===== src/rtl/uart_tx.sv =====
// uart_tx: 8N1 serial transmitter with a small transmit FIFO.
// Bytes queued through data_in/load are shifted out LSB first on serial_out,
// framed by a start bit (0) and a stop bit (1). Queued bytes follow each
// other with no idle gap; the line idles high.

module uart_tx #(
  parameter int P_UART_WIDTH = 8,
  parameter int P_BAUD       = 9600,
  parameter int P_CLK_HZ     = 5000000,
  parameter int P_FIFO_DEPTH = 16
) (
  input  logic                    CLK,
  input  logic                    reset,
  input  logic [P_UART_WIDTH-1:0] data_in,
  input  logic                    load,
  output logic                    serial_out,
  output logic                    busy,
  output logic                    fifo_full,
  output logic                    fifo_empty,
  output logic                    overrun
);

  localparam int LP_BIT_CYCLES = P_CLK_HZ / P_BAUD;
  localparam int LP_BAUD_W     = $clog2(LP_BIT_CYCLES);
  localparam int LP_PTR_W      = $clog2(P_FIFO_DEPTH);
  localparam int LP_CNT_W      = LP_PTR_W + 1;
  localparam int LP_IDX_W      = $clog2(P_UART_WIDTH);

  localparam logic [LP_BAUD_W-1:0] LP_BAUD_LAST = LP_BAUD_W'(LP_BIT_CYCLES - 1);
  localparam logic [LP_CNT_W-1:0]  LP_FULL      = LP_CNT_W'(P_FIFO_DEPTH);
  localparam logic [LP_IDX_W-1:0]  LP_IDX_LAST  = LP_IDX_W'(P_UART_WIDTH - 1);

  localparam logic [1:0] S_IDLE  = 2'd0;
  localparam logic [1:0] S_START = 2'd1;
  localparam logic [1:0] S_DATA  = 2'd2;
  localparam logic [1:0] S_STOP  = 2'd3;

  logic [1:0]              state;
  logic [LP_BAUD_W-1:0]    baud_cnt;
  logic                    bit_done;
  logic [P_UART_WIDTH-1:0] mem [P_FIFO_DEPTH];
  logic [LP_PTR_W-1:0]     wr_ptr;
  logic [LP_PTR_W-1:0]     rd_ptr;
  logic [LP_CNT_W-1:0]     count;
  logic [P_UART_WIDTH-1:0] shift_reg;
  logic [LP_IDX_W-1:0]     bit_idx;
  logic                    wr_en;
  logic                    pop;

  assign bit_done   = (baud_cnt == LP_BAUD_LAST);
  assign fifo_full  = (count == LP_FULL);
  assign fifo_empty = (count == '0);
  assign busy       = (state != S_IDLE);

  // Acceptance looks only at the registered full flag, so a load on the
  // same edge as a pop from a full FIFO is still dropped.
  assign wr_en = load && !fifo_full;

  // The FSM takes the head word when idle, or at the end of a stop bit.
  always_comb begin
    pop = 1'b0;
    case (state)
      S_IDLE:  pop = !fifo_empty;
      S_STOP:  pop = bit_done && !fifo_empty;
      default: pop = 1'b0;
    endcase
  end

  // FIFO storage; stale words need no reset because the pointers are reset.
  always_ff @(posedge CLK) begin
    if (wr_en) begin
      mem[wr_ptr] <= data_in;
    end
  end

  // FIFO pointers, occupancy count and sticky overrun flag.
  always_ff @(posedge CLK) begin
    if (reset) begin
      wr_ptr  <= '0;
      rd_ptr  <= '0;
      count   <= '0;
      overrun <= 1'b0;
    end else begin
      if (wr_en) begin
        wr_ptr <= wr_ptr + LP_PTR_W'(1);
      end
      if (pop) begin
        rd_ptr <= rd_ptr + LP_PTR_W'(1);
      end
      case ({wr_en, pop})
        2'b10:   count <= count + LP_CNT_W'(1);
        2'b01:   count <= count - LP_CNT_W'(1);
        default: count <= count;
      endcase
      if (load && fifo_full) begin
        overrun <= 1'b1;
      end
    end
  end

  // Bit timer: held at zero while idle and restarted at every bit boundary,
  // so each state (and each data bit) starts from a fresh count.
  always_ff @(posedge CLK) begin
    if (reset || state == S_IDLE || bit_done) begin
      baud_cnt <= '0;
    end else begin
      baud_cnt <= baud_cnt + LP_BAUD_W'(1);
    end
  end

  // Frame sequencer: drives the registered line level one bit period at a time.
  always_ff @(posedge CLK) begin
    if (reset) begin
      state      <= S_IDLE;
      serial_out <= 1'b1;
      shift_reg  <= '0;
      bit_idx    <= '0;
    end else begin
      case (state)
        S_IDLE: begin
          serial_out <= 1'b1;
          if (pop) begin
            shift_reg  <= mem[rd_ptr];
            serial_out <= 1'b0;
            state      <= S_START;
          end
        end
        S_START: begin
          if (bit_done) begin
            serial_out <= shift_reg[0];
            bit_idx    <= '0;
            state      <= S_DATA;
          end
        end
        S_DATA: begin
          if (bit_done) begin
            shift_reg <= shift_reg >> 1;
            bit_idx   <= bit_idx + LP_IDX_W'(1);
            if (bit_idx == LP_IDX_LAST) begin
              serial_out <= 1'b1;
              state      <= S_STOP;
            end else begin
              serial_out <= shift_reg[1];
            end
          end
        end
        S_STOP: begin
          if (bit_done) begin
            if (pop) begin
              shift_reg  <= mem[rd_ptr];
              serial_out <= 1'b0;
              state      <= S_START;
            end else begin
              state <= S_IDLE;
            end
          end
        end
        default: begin
          state      <= S_IDLE;
          serial_out <= 1'b1;
        end
      endcase
    end
  end

endmodule


===== config.mk =====
export PLATFORM = sky130hd
export DESIGN_NAME = uart_tx
export DESIGN_NICKNAME = d
export VERILOG_FILES = /design/src/rtl/uart_tx.sv
export SDC_FILE = /design/constraint.sdc
export NUM_CORES = 1
export LEC_CHECK = 0
export BUFFER_PORTS_ARGS = -buffer_cell sky130_fd_sc_hd__buf_2
export CORE_UTILIZATION = 60
export DETAILED_ROUTE_END_ITERATION = 8
export HOLD_SLACK_MARGIN = 0.08
export PLACE_DENSITY = 0.77
export SYNTH_ARGS = -nofsm -noshare
export SYNTH_HDL_FRONTEND = slang
export SYNTH_SLANG_ARGS = --single-unit

===== constraint.sdc =====
create_clock -name CLK -period 3.9 [get_ports CLK]
set_clock_uncertainty 0.2 [all_clocks]
set_input_delay 0.78 -clock CLK [delete_from_list [all_inputs] [get_ports CLK]]
set_output_delay 0.78 -clock CLK [all_outputs]
set_load 0.01 [all_outputs]

==> reports/qor.yml, run 1 <==
status: "finished with violations"
violations: "DRC"
ys_seq_area_frac: 0.652
setup.worst_path.class: "flip-flop to flip-flop"
final_nets: 517
syn-instance-count: 474
avgSynthCellArea_um2: 15.1
crit_chain: "ha_1, and2_0, a41oi_2, nor2_1, ha_1, xor2_1, ha_1, inv_1, o41ai_1, a31oi_1, mux2i_1, mux2_2"
die-area_um2: 12400
ant_nets: 0
drtIter0Drc: 350
max_stage_delay_ns: 0.40
hold_path_end: "baud_cnt[0]"
finalCriticalPeriod_ns: 3.46
drt-wirelength-per-cell_um: 20.8
crit_path_frequent_cell: "ha_1"
max_cap_violations: 0
rr_endpoint: "count[2]"
drc_errors: 4
fin_setup_tns_ns: 0
core_um2: 11500
cts_made_buffers: 17
row_count: 39
cts_tree: "done"
portBuffers: 15
total_power_mw: 5.16
clock.fmax_mhz: 289
diodes: 0
largest_reg_flops: 128
cp.buffers_inverters: 1
synth.top_cell.area_share: 0.535
reg2reg_depth: 12
r2r_start: "baud_cnt[0]"
cts_resized: 0
routabilityCongestion: 0.828
rsz0062_at_grt: "no"
p_per_area_nw_per_um2: 649
clock-sinks: 170
die_h_um: 111
ys_seq_elements: 170
grtUsageTotal: 0.238
synth_area_um2: 7180
clkTransAtPathRegs_ns: 0.06
clk_path_buf_depth: 2
ys_types: 55
drv_slew: 0
synth_most_common_cell: "edfxtp_1"
hold_buffers: 0
min_from: "baud_cnt[0]"
drive_gt1_frac: 0.163
hpwl_um: 8210
synth_common_cells: "128 x edfxtp_1, 54 x nor2_1, 42 x dfxtp_1, 17 x mux2i_1"
cp.required_ns: 4.02
syn_nets: 500
synth_top_flop_cell: "edfxtp_1"
clock_latency_ns: 0.42
vias_per_cell: 6.22
grt_max_degree: 32
vias: 4021
cts_root_buf: "clkbuf_16"
cp.arrival_ns: 3.58
antenna_found_initial: 0
cp_max_fo: 10
ir_drop_uv: 437
grt_pass1_wl_um: 21500
p_leak_nw: 2.68
wl_um: 13400
fp.dieW_um: 111
setup_viol: 0
syn_to_final_growth_pct: 10.9
r2r_slack_ns: 0.44
post-route-period-util: 0.887
cts_max_level: 4
hp-class: "flip-flop to flip-flop"
synth-async-reset-ratio: 0
critPathSlowestCell: "ha_1"
synth_area_leaders: "edfxtp_1 54%, dfxtp_1 12%, mux4_1 5.5%"
grt_pass1_vias: 4160
synth_edf_count: 128
ys.warnings.count: 0
io_pins: 16
gr-total-overflow: 0
cp-end-kind: "flip-flop"
drt_first_pass_iters: 7
whs_path_depth: 1
maxSlewHeadroom: 0.348
hold_viol_final: 0
worstMarginPinSlew_ns: 0.975
post_cts_buffers: 0
cp_top_family: "adder cells"
critPathLaunchType: "flip-flop"
initial_core_util: 0.623
synth.largest_area_cell: "edfxtp_1"
[worst max-delay path by stage]
stage / from / end / slack (ns) / depth (start not counted)
5_1_grt: baud_cnt[0] / count[2] / 0.23 / 12
6_report: baud_cnt[0] / count[2] / 0.44 / 12
2_1_floorplan: baud_cnt[0] / count[2] / 0.73 / 14
3_5_place_dp: baud_cnt[0] / count[2] / 0.43 / 12
4_1_cts: baud_cnt[0] / count[2] / 0.42 / 12
3_3_place_gp: baud_cnt[0] / count[2] / 0.63 / 12
[layout make-up]
| type | instances | area (um2) |
|---|---|---|
| sequential | 170 | 4680 |
| clock buffer | 17 | 425 |
| tap | 143 | 179 |
| clock inverter | 14 | 173 |
| inverter | 11 | 41.3 |
| fill | 750 | 3550 |
| timing repair buffer | 25 | 150 |
| multi-input combinational | 266 | 2310 |
[routing by layer]
metal  vias to the layer above  GRT usage  share of wire
li1                       1854          -              -
met4                         0      0.147          0.033
met3                        33     0.0446          0.047
met2                       128      0.390           0.50
met1                      2006      0.297           0.42
met5                         -          0              0
[cells in the final DEF (no fill, tap or decap), types with 7 or more instances in the layout]
master     count
edfxtp_1     128
nor2_1        54
dfxtp_1       42
mux2i_1       17
clkbuf_16     17
nand2_1       15
mux4_1        15
ha_1          15
buf_2         15
a21oi_1       13
nand2b_1      12
inv_1         11
nor2b_1       11
mux2_2        11
mux4_2        11
xor2_1        10
buf_4         10
nor3_1         7
[worst reg2reg max path: stages (launching register included)]
cell and delay, ns:
dfxtp_1 0.35, ha_1 0.18, and2_0 0.34, a41oi_2 0.29, nor2_1 0.33, ha_1 0.40
xor2_1 0.12, ha_1 0.23, inv_1 0.09, o41ai_1 0.08, a31oi_1 0.19, mux2i_1 0.22
mux2_2 0.34
[where the power goes]
group          internal (mW)  switching [mW]  leakage [nW]  total (mW)
Clock                   1.01           0.685         0.280        1.69
Combinational          0.582           0.692         0.901        1.27
Sequential              2.09           0.112          1.50        2.20
Total                   3.67            1.49          2.68        5.16
[cells by family after synthesis]
family                   Yosys count  share of synthesized area
XOR/XNOR                          16                     0.0195
flip-flops                       170                      0.652
multiplexers                      54                      0.130
AND/OR/NAND/NOR                  120                     0.0817
adder cells (fa/ha/maj)           15                     0.0261
buffers and inverters             38                     0.0260
AO/OA/AOI/OAI                     61                     0.0638
[metrics by stage]
stage               setup slack (ns)  utilization  instance area (um2)  hold slack [ns]  std cells
floorplan                      0.735            -                 7180            0.213        474
global placement               0.633        0.639                 7360            0.221        615
detailed placement             0.428        0.639                 7360            0.245        615
global route                   0.228        0.691                 7960            0.272        646
CTS                            0.420        0.691                 7960            0.255        646
finish                         0.439        0.691                 7960            0.252        646
No activity file was read; power rests on OpenSTA's default activity.
==> run 2, diff against run 1 <==
- ABC_AREA: default -> 1
- CORE_ASPECT_RATIO: default -> 0.6
==> run 2 against run 1 <==
Net effect:
- the flow now finishes without violations
- clock power shrank 7%
- fmax grew 17%
- worst setup slack gained 0.49 ns
- register-to-register slack gained 0.49 ns
- power shrank 4.3%
- synthesized cell count grew 41%
- critical path type unchanged
- critical endpoint is now count[3]
==> reports/qor.yml, run 2 <==
status: "finished, final reports clean"
maxSlewHeadroom: 0.317
ant_nets: 0
synth-async-reset-ratio: 0
cts_resized: 0
synth_top_flop_cell: "edfxtp_1"
synth_area_leaders: "edfxtp_1 53%, dfxtp_1 12%, nor2_1 7.4%"
io_pins: 16
synth.largest_area_cell: "edfxtp_1"
worstMarginPinSlew_ns: 1.02
synth.top_cell.area_share: 0.535
cts_made_buffers: 17
avgSynthCellArea_um2: 10.7
cp_max_fo: 7
cts_root_buf: "clkbuf_16"
largest_reg_flops: 128
fin_setup_tns_ns: 0
grt_pass1_vias: 4652
clkTransAtPathRegs_ns: 0.07
p_leak_nw: 2.81
max_cap_violations: 0
hold_viol_final: 0
synth_common_cells: "141 x nor2_1, 128 x edfxtp_1, 85 x o21ai_0, 58 x nand2_1"
hpwl_um: 9820
drtIter0Drc: 551
clk_path_buf_depth: 2
core_um2: 11500
clock-sinks: 170
final_nets: 704
cts_max_level: 4
ys.warnings.count: 0
grtUsageTotal: 0.269
vias: 4979
cp-end-kind: "flip-flop"
setup_viol: 0
cp.arrival_ns: 3.09
clock_latency_ns: 0.42
post-route-period-util: 0.761
rsz0062_at_grt: "no"
max_stage_delay_ns: 0.44
setup.worst_path.class: "flip-flop to flip-flop"
grtUsageMet3: 0.0525
finalInstanceArea_um2: 7910
cp.buffers_inverters: 6
routabilityCongestion: 0.881
crit_chain: "inv_1, ha_1, inv_1, nand2_2, nor2_2, nand2_4, inv_1, ha_1, nand2_1, inv_1, nor2_1, inv_1, nor3_1, a21oi_1, nand2_1, nand2_1, nand3_1, nand2_1, inv_1"
busiest_layer: "met1"
fp.dieW_um: 143
met2_usage: 0.402
crit_path_frequent_cell: "inv_1"
ys_seq_area_frac: 0.652
row_count: 30
portBuffers: 15
ys_seq_elements: 170
grtUsageMet1: 0.406
cp_top_family: "simple AND/OR/NAND/NOR gates"
drt_first_pass_iters: 5
finalCriticalPeriod_ns: 2.97
die_h_um: 86.8
vias_per_cell: 5.85
synth_area_um2: 7190
cts_tree: "done"
grt_pass1_wl_um: 24500
ir_drop_uv: 399
drt-wirelength-per-cell_um: 18.0
fin_util: 0.689
diodes: 0
cp.required_ns: 4.02
synth_most_common_cell: "nor2_1"
drv_slew: 0
layout_common_cells: "141 x nor2_1, 128 x edfxtp_1, 85 x o21ai_0"
initial_core_util: 0.626
clock.fmax_mhz: 337
antenna_found_initial: 0
p_per_area_nw_per_um2: 624
grt_max_degree: 65
syn-instance-count: 669
hold_buffers: 0
syn_nets: 695
ys_types: 36
placed_cell_area_um2: 7360
drc_errors: 0
critPathLaunchType: "flip-flop"
die-area_um2: 12400
syn_to_final_growth_pct: 10.1
post_cts_buffers: 0
gr-total-overflow: 0
wl_um: 15300
critPathSlowestCell: "dfxtp_1"
drive_gt1_frac: 0.0970
synth_edf_count: 128
final_common_cell: "nor2_1"
total_power_mw: 4.94
hp-class: "flip-flop to flip-flop"
## run 2: cell types whose count changed after synthesis, sizes merged, moves of 7 or more
cell | previous run | this run
o211ai | 0 | 30
inv | 11 | 44
mux2 | 11 | 0
mux4 | 26 | 0
nand2 | 15 | 65
nand2b | 12 | 0
o21ai | 6 | 89
nor2 | 54 | 145
nand3 | 6 | 32
mux2i | 17 | 0
xor2 | 10 | 3
nor2b | 11 | 0
## run 2: layout make-up
cell class | instances | area [um2]
Tap cell | 160 | 200
Clock buffer | 17 | 425
Fill cell | 850 | 3570
Clock inverter | 15 | 128
Multi-Input combinational cell | 426 | 2200
Timing Repair Buffer | 19 | 105
Inverter | 44 | 165
Sequential cell | 170 | 4690
## run 2: worst paths after layout
check | start | cells after the start | slack (ns) | to
max | state[0] | 19 | 0.93 | count[3]
min | baud_cnt[0] | 1 | 0.25 | baud_cnt[0]
max reg2reg | state[0] | 19 | 0.93 | count[3]
min reg2reg | baud_cnt[0] | 1 | 0.25 | baud_cnt[0]
## run 2: worst register-to-register path, delay by kind of cell, from the launching register on
family          cells  cell delay [ns]
simple gates       10             0.87
fa+ha+maj           2             0.61
buf+inv             6             0.56
flops               1             0.44
compound gates      1             0.18
## run 2: power breakdown
| part | leakage [nW] | internal, mW | switching [mW] |
|---|---|---|---|
| clock | 0.256 | 0.875 | 0.698 |
| sequential | 1.50 | 2.06 | 0.0726 |
| combinational | 1.06 | 0.381 | 0.855 |
## run 2: logic make-up after synthesis
logic type / after synthesis / share of synthesized area
and+or+nand+nor: 254 / 0.153
AOI/OAI and AO/OA: 152 / 0.121
buffers and inverters: 73 / 0.0419
adders and majority gates: 15 / 0.0261
DFF: 170 / 0.652
xor gates and xnor gates: 5 / 0.00609
## run 2: layer usage
metal / wire (um) / part of all wire
met2: 6870 / 0.45
met3: 946 / 0.062
met4: 149 / 0.0097
met1: 7390 / 0.48
met5: 0 / 0
## run 2: stage by stage
| step | hold WS [ns] | worst slack, ns | cells |
|---|---|---|---|
| 3_5_place_dp | 0.241 | 1.01 | 819 |
| 4_1_cts | 0.251 | 0.987 | 851 |
| 5_1_grt | 0.288 | 0.689 | 851 |
| 2_1_floorplan | 0.218 | 1.23 | 669 |
| 3_3_place_gp | 0.227 | 1.14 | 819 |
| 6_report | 0.252 | 0.933 | 851 |
==> run 3, diff against run 2 <==
- clock period: 3.9 -> 2.96 ns (I/O delays scaled with it)
==> run 3 against run 2 <==
Net effect:
- global-route usage is 0.63 points higher
- critical endpoint is now count[4]
- critical path type unchanged
- cell count is 2.1% higher
- count of clock-buffer cells in the layout is 2 higher
- worst hold slack worse by 0.034 ns
- worst setup slack worse by 0.71 ns
- wire length is 1.6% higher
- first-iteration DRC count is 3.3% lower
- critical path depth stayed put
- sequential cell count stayed put
- non-clock buffer count is 18 higher
==> reports/qor.yml, run 3 (synthesized netlist as in run 2, its figures left out) <==
critPathLaunchType: "flip-flop"
clk_path_buf_depth: 2
wl_met1_um: 7260
cts_tree: "done"
max_stage_delay_ns: 0.39
clock-sinks: 170
layout_common_cells: "141 x nor2_1, 128 x edfxtp_1, 85 x o21ai_0"
crit_chain: "inv_1, ha_1, inv_1, nand2_2, nor2_2, nand2_4, clkinvlp_4, ha_4, xnor2_1, inv_1, ha_1, inv_1, nand2_1, nand2_1, nand2_1, nand2_1, nand3_1, nand2_1, inv_1"
drt_first_pass_iters: 5
fillers: 825
setup.worst_path.class: "flip-flop to flip-flop"
wl_met2_um: 6900
finalCriticalPeriod_ns: 2.73
register_area_um2: 4690
final_common_cell: "nor2_1"
grt_max_degree: 65
wl_met3_um: 1290
hold_buffers: 0
portBuffers: 15
final_nets: 722
cp.required_ns: 3.10
dr.max_layer_used: "met4"
vias_per_cell: 5.81
setup_viol: 0
fin_util: 0.707
row_count: 30
ir_drop_uv: 493
drive_gt1_frac: 0.126
cp.arrival_ns: 2.87
pre_cts_ws_ns: 0.0232
die-area_um2: 12400
p_leak_nw: 2.95
drv_slew: 0
hpwl_um: 10200
syn_to_final_growth_pct: 13.0
layout_setup_ws_ns: 0.228
fin_setup_tns_ns: 0
routabilityCongestion: 0.852
status: "finished, final reports clean"
drt-wirelength-per-cell_um: 17.9
cts_root_buf: "clkbuf_16"
multi_input_area_um2: 2210
max_cap_violations: 0
cts_max_level: 4
post-route-period-util: 0.923
clock.fmax_mhz: 366
worstMarginPinSlew_ns: 0.626
cp_max_fo: 7
hold_viol_final: 0
clkTransAtPathRegs_ns: 0.07
antenna_found_initial: 0
drc_errors: 0
p_per_area_nw_per_um2: 822
grt_pass1_wl_um: 24800
initial_core_util: 0.626
rsz0062_at_grt: "no"
critPathSlowestCell: "dfxtp_1"
largest_reg_flops: 128
fin_cells: 869
ant_nets: 0
grtUsageTotal: 0.276
dp_cells: 837
cp-end-kind: "flip-flop"
vias: 5050
fp.dieW_um: 143
core_um2: 11500
gr-total-overflow: 0
holdWs_ns: 0.218
clock_latency_ns: 0.43
cts_made_buffers: 17
die_h_um: 86.8
io_pins: 16
wl_um: 15600
maxSlewHeadroom: 0.582
diodes: 0
grt_pass1_vias: 4772
drtIter0Drc: 533
hp-class: "input port to flip-flop"
==> run 3: changes by cell type in the layout (fill, tap and decap cells not counted), moves of 2 or more <==
cell        before  now
inv_6            1    3
buf_12           0    2
clkinvlp_2       2    0
clkinv_1         2    0
buf_4            4   20
inv_4            0    3
clkinvlp_4       3    1
==> run 3: power breakdown <==
group	internal [mW]	switching, mW
sequential	2.71	0.101
clock	1.23	0.945
combinational	0.560	1.13
==> run 3: path summary, 6_finish.rpt <==
check,start,depth (start not counted),endpoint,slack (ns)
setup / recovery,state[1],19,count[4],0.23
hold / removal,reset,2,bit_idx[2],0.22
setup reg to reg,state[1],19,count[4],0.23
hold reg to reg,baud_cnt[0],1,baud_cnt[0],0.26
==> run 3: worst max-delay path, delay by kind of cell (launching register included) <==
family                   cells  cell delay (ns)
AND/OR/NAND/NOR              9             0.74
adder cells (fa/ha/maj)      3             0.64
buffers and inverters        6             0.51
flip-flops                   1             0.39
XOR/XNOR                     1             0.16
==> run 3: area by class of cell <==
cell class | instances | area share
clock buffer | 19 | 0.0559
clock inverter | 13 | 0.0160
inverter | 44 | 0.0208
multi-input combinational | 426 | 0.273
sequential | 170 | 0.577
tap | 160 | 0.0247
timing repair buffer | 37 | 0.0327
==> run 3: routing by layer <==
metal,vias up,global-route usage
li1,2400,-
met1,2444,0.408
met5,-,0
met3,13,0.0702
met2,193,0.400
met4,0,0.0909
==> run 3: repair_timing <==
item                                    in CTS  in global routing
buffers inserted                             0                  0
endpoints found under the setup margin       0                  4
gates resized for setup                      0                  4
==> run 3: through the flow <==
step	power (mW)	area, um2
after global routing	7.02	8120
after global placement	4.42	7520
after floorplan	4.07	7190
after CTS	6.65	8100
final	6.68	8120
after detailed placement	4.49	7520
